`config.mk`:
```
export PLATFORM = sky130hd
export DESIGN_NAME = cnn_layer_scheduler
export DESIGN_NICKNAME = d
export VERILOG_FILES = /design/src/rtl/cnn_layer_scheduler.sv
export SDC_FILE = /design/constraint.sdc
export NUM_CORES = 1
export LEC_CHECK = 0
export BUFFER_PORTS_ARGS = -buffer_cell sky130_fd_sc_hd__buf_4
export CORE_UTILIZATION = 55
export DETAILED_ROUTE_END_ITERATION = 16
export PLACE_DENSITY = 0.77
export SLEW_MARGIN = 20
export SYNTH_ARGS = -nofsm -noshare
export SYNTH_HDL_FRONTEND = slang
export SYNTH_SLANG_ARGS = --single-unit
```
`constraint.sdc`:
```
create_clock -name clk -period 4.05 [get_ports clk]
set_input_delay 0.405 -clock clk [delete_from_list [all_inputs] [get_ports clk]]
set_output_delay 0.405 -clock clk [all_outputs]
set_load 0.01 [all_outputs]
```
`src/rtl/cnn_layer_scheduler.sv`:
```
// Sequencer for the CNN layer chain: overlapped layer begin pulses, ping-pong
// bank select, per-layer watchdog and frame accounting for the host FSM.
module cnn_layer_scheduler #(
    parameter int          NUM_LAYERS = 8,
    parameter int unsigned TIMEOUT    = 50000,
    parameter int          CNT_W      = 16
) (
    input  logic                  clk,
    input  logic                  rst,
    input  logic                  start,
    input  logic                  abort,
    input  logic [NUM_LAYERS-1:0] layer_done,
    output logic [NUM_LAYERS-1:0] layer_begin,
    output logic                  bank_sel,
    output logic [3:0]            cur_layer,
    output logic                  busy,
    output logic                  frame_done,
    output logic                  error,
    output logic [7:0]            frame_cnt
);
    // state   | meaning
    // IDLE    | waiting for start
    // LAUNCH  | begin pulses for layers 0 and 1
    // RUN     | waiting for completion edge of cur_layer, watchdog counting
    // ADVANCE | step to next layer, flip bank, arm layer cur_layer+2
    // DONE    | frame complete
    // ERR     | watchdog expired
    typedef enum logic [2:0] {IDLE, LAUNCH, RUN, ADVANCE, DONE, ERR} state_t;

    localparam logic [3:0]            LAST        = 4'(NUM_LAYERS - 1);
    localparam logic [NUM_LAYERS-1:0] LAUNCH_MASK = NUM_LAYERS'(3);
    localparam logic [CNT_W-1:0]      WD_LIMIT    = CNT_W'(TIMEOUT - 1);

    state_t                state;
    logic [NUM_LAYERS-1:0] done_q;
    logic [NUM_LAYERS-1:0] cur_mask;
    logic [NUM_LAYERS-1:0] arm_mask;
    logic [CNT_W-1:0]      wdog;
    logic [4:0]            arm_idx;
    logic                  cur_edge;

    assign arm_idx = {1'b0, cur_layer} + 5'd2;

    // Indices past the last layer simply produce an empty arm mask.
    always_comb begin
        cur_mask = '0;
        arm_mask = '0;
        for (int i = 0; i < NUM_LAYERS; i++) begin
            cur_mask[i] = (4'(i) == cur_layer);
            arm_mask[i] = (5'(i) == arm_idx);
        end
    end

    assign cur_edge = |(layer_done & ~done_q & cur_mask);

    always_ff @(posedge clk) begin
        if (!rst) begin
            state       <= IDLE;
            layer_begin <= '0;
            bank_sel    <= 1'b0;
            cur_layer   <= '0;
            busy        <= 1'b0;
            frame_done  <= 1'b0;
            error       <= 1'b0;
            frame_cnt   <= '0;
            done_q      <= '0;
            wdog        <= '0;
        end else begin
            done_q      <= layer_done;
            layer_begin <= '0;
            frame_done  <= 1'b0;
            if (abort && state != IDLE) begin
                state <= IDLE;
                busy  <= 1'b0;
            end else begin
                case (state)
                    IDLE: begin
                        if (start) begin
                            state       <= LAUNCH;
                            cur_layer   <= '0;
                            bank_sel    <= 1'b0;
                            error       <= 1'b0;
                            busy        <= 1'b1;
                            layer_begin <= LAUNCH_MASK;
                        end
                    end
                    LAUNCH: begin
                        wdog  <= '0;
                        state <= RUN;
                    end
                    RUN: begin
                        if (wdog != '1)
                            wdog <= wdog + CNT_W'(1);
                        // A completion edge seen on the last watchdog cycle still counts.
                        if (cur_edge) begin
                            state <= (cur_layer == LAST) ? DONE : ADVANCE;
                        end else if (wdog == WD_LIMIT) begin
                            state <= ERR;
                            error <= 1'b1;
                            busy  <= 1'b0;
                        end
                    end
                    ADVANCE: begin
                        cur_layer   <= cur_layer + 4'd1;
                        bank_sel    <= ~bank_sel;
                        wdog        <= '0;
                        layer_begin <= arm_mask;
                        state       <= RUN;
                    end
                    DONE: begin
                        frame_done <= 1'b1;
                        frame_cnt  <= frame_cnt + 8'd1;
                        busy       <= 1'b0;
                        state      <= IDLE;
                    end
                    ERR: begin
                        state <= IDLE;
                    end
                    default: begin
                        state <= IDLE;
                    end
                endcase
            end
        end
    end
endmodule

```
==> flow_metrics.env <==
export IMPL_status="finished, final reports clean"
export IMPL_path_max_fanout=16
export IMPL_max_freq_mhz=445
export IMPL_ys_warn_count=0
export IMPL_yosys_most_used_dff="dfxtp_1"
export IMPL_post_synth_num_cell_types=42
export IMPL_cp_slowest_stage_delay_ns=0.63
export IMPL_drc=0
export IMPL_drv_cap=0
export IMPL_rrSetupSlack_ns=1.80
export IMPL_setup_ws_ns=1.80
export IMPL_cts_sinks=51
export IMPL_finalNonFillerCells=368
export IMPL_io_buffers=35
export IMPL_r2r_worst_path_cells=5
export IMPL_diodes=0
export IMPL_drive_gt1_share_pct=16.7
export IMPL_drt_pass1_iterations=4
export IMPL_avgSynthCellArea_um2=8.36
export IMPL_arrival_ns=2.49
export IMPL_routed_wl_mm=5.01
export IMPL_clockBufferDepth=2
export IMPL_peakVddDrop_uv=213
export IMPL_crit_type="reg -> reg"
export IMPL_vias=2036
export IMPL_grt_usage_pct=24.0
export IMPL_worst_pin_slew_ns=0.652
export IMPL_antenna_found_initial=0
export IMPL_rows=23
export IMPL_relSlewSlack_pct=56.5
export IMPL_initial_core_util_pct=58.3
export IMPL_preCtsSetupSlack_ns=1.86
export IMPL_endpoint="wdog[15]"
export IMPL_ctsHoldBuffers=0
export IMPL_power_w=0.000874
export IMPL_synthesis_nets=304
export IMPL_hp_class="in -> reg"
export IMPL_antenna_left=0
export IMPL_setup_viol=0
export IMPL_overflow=0
export IMPL_die_w_um=67.8
export IMPL_cp_num_buf_inv=0
export IMPL_postSynth_asyncResetShare_pct=0
export IMPL_fill_cells=352
export IMPL_crit_family="simple AND/OR/NAND/NOR gates"
export IMPL_clk_pin_slew_worst_paths_ns=0.09
export IMPL_synth_edf_count=0
export IMPL_critical_path_startpoint="state[0]"
export IMPL_dp_cells=361
export IMPL_rr_endpoint="wdog[15]"
export IMPL_reg2reg_from="state[0]"
export IMPL_cts_buffers=5
export IMPL_hold_violations=0
export IMPL_routedWlPerCell_um=13.6
export IMPL_rsz0062_at_grt="false"
export IMPL_cp_depth=5
export IMPL_whs_path_depth=2
export IMPL_fin_nets=337
export IMPL_grt_pass1_wl_mm=8.29
export IMPL_syn_area_um2=2380
export IMPL_drt_iter0_drc=209
export IMPL_cts_tree="built"
export IMPL_yosysSeqAreaShare_pct=42.8
export IMPL_critPathSlowestCell="dfxtp_1"
export IMPL_crit_path_end_kind="flop"
export IMPL_syn_to_final_growth_pct=15.6
export IMPL_maxSlewViolCount=0
export IMPL_cts_resized=0
export IMPL_finClkSkew_ns=0.0109
export IMPL_fp_coreArea_um2=4090
export IMPL_final_core_util_pct=67.4
export IMPL_startpoint_type="flop"
export IMPL_grt_max_degree=21
export IMPL_fin_crit_sh_pct=55.5
export IMPL_post_cts_buffers=0
export IMPL_grt_pass1_vias=1797
export IMPL_dpl_hpwl_mm=3.53
export IMPL_cp_required_ns=4.29
export IMPL_h_tree_depth=2
export IMPL_crit_chain="nor2_1, or4_4, a211o_1, or3_1, a21oi_1"
export IMPL_vias_per_cell=5.53
export IMPL_final_min_clock_period_ns=2.25
export IMPL_postSynthCellCount=285
export IMPL_io_pins=36
export IMPL_power_leakage_nw=1.05
export IMPL_die_y_um=67.8
export IMPL_setup_tns_ns=0
export IMPL_p_per_area_nw_per_um2=317
export IMPL_cts_root_buf="clkbuf_8"
export IMPL_ys_seq_elements=51
export IMPL_dieArea_um2=4600
export IMPL_clk_latency_ns=0.31
export IMPL_gp_congestion=0.892
## cells in the mapped netlist, types with 3 or more instances
cell | number | area [um^2]
a21oi_1 | 18 | 90.1
a31oi_1 | 3 | 18.8
and2_1 | 13 | 81.3
and3_1 | 4 | 25.0
clkbuf_1 | 8 | 30.0
dfxtp_1 | 51 | 1020
ha_1 | 7 | 87.6
inv_1 | 11 | 41.3
nand2_1 | 22 | 82.6
nand3_1 | 11 | 55.1
nand3b_1 | 3 | 22.5
nand4_1 | 7 | 43.8
nor2_1 | 38 | 143
nor3_1 | 9 | 45.0
nor4_1 | 6 | 37.5
nor4b_1 | 3 | 26.3
o21ai_0 | 13 | 65.1
or2_2 | 4 | 25.0
or3_1 | 5 | 31.3
or4_1 | 3 | 22.5
xnor2_1 | 12 | 105
xor2_1 | 7 | 61.3
## where the power goes
group	switching (W)	total, W	internal, W
Clock	0.000168	0.000286	0.000119
Sequential	0.00000884	0.000520	0.000512
Combinational	0.0000368	0.0000672	0.0000304
## worst min path at each step
stage	from	end	slack, ns
after detailed placement	wdog[15]	wdog[15]	0.48
final	layer_done[2]	done_q[2]	0.31
after global routing	layer_done[7]	done_q[7]	0.30
after CTS	layer_done[3]	done_q[3]	0.30
after floorplan	wdog[15]	wdog[15]	0.46
after global placement	wdog[15]	wdog[15]	0.48
## state kept, by name, indices dropped and copies added, names as in the netlist
signal	flops
wdog	16
frame_cnt	8
done_q	8
state	3
cur_layer	4
bank_sel	1
layer_begin	8
busy	1
frame_done	1
error	1
## per-layer routing
layer  wire length [um]  track usage, %
met4                 95            9.11
met1               2420            33.0
met5                  0               0
met2               2170            35.4
met3                326            6.67
## cell type report
type                       count  area [um^2]  share of cell area (%)
clock inverter                 2         13.8                   0.500
inverter                      11         41.3                    1.50
clock buffer                   5         68.8                    2.50
sequential                    51         1020                    37.1
timing repair buffer          38          285                    10.4
multi-input combinational    211         1260                    45.8
tap                           50         62.6                    2.27
## cell usage in the layout, fill, tap and decap left out, types with 6 or more instances in the layout
cell type / count
nor2_1: 38
nor3_1: 9
inv_1: 11
and2_1: 13
xor2_1: 7
nor4_1: 6
ha_1: 7
buf_4: 38
nand4_1: 7
nand2_1: 22
xnor2_1: 12
o21ai_0: 13
a21oi_1: 18
nand3_1: 11
dfxtp_1: 51
## kinds of logic after synthesis
family	Yosys count	share of synthesized area, %
AOI/OAI and AO/OA	47	11.8
xor gates and xnor gates	19	6.98
adders and majority gates	7	3.67
buffers and inverters	23	4.20
DFF	51	42.8
muxes	1	0.420
and+or+nand+nor	137	30.1
## stage by stage
| stage | hold slack (ns) | cell area, um^2 |
|---|---|---|
| 2_1_floorplan | 0.458 | 2380 |
| 6_report | 0.308 | 2760 |
| 5_1_grt | 0.300 | 2760 |
| 4_1_cts | 0.302 | 2760 |
| 3_3_place_gp | 0.476 | 2670 |
| 3_5_place_dp | 0.481 | 2670 |
Power figures use the tool's default switching activity.
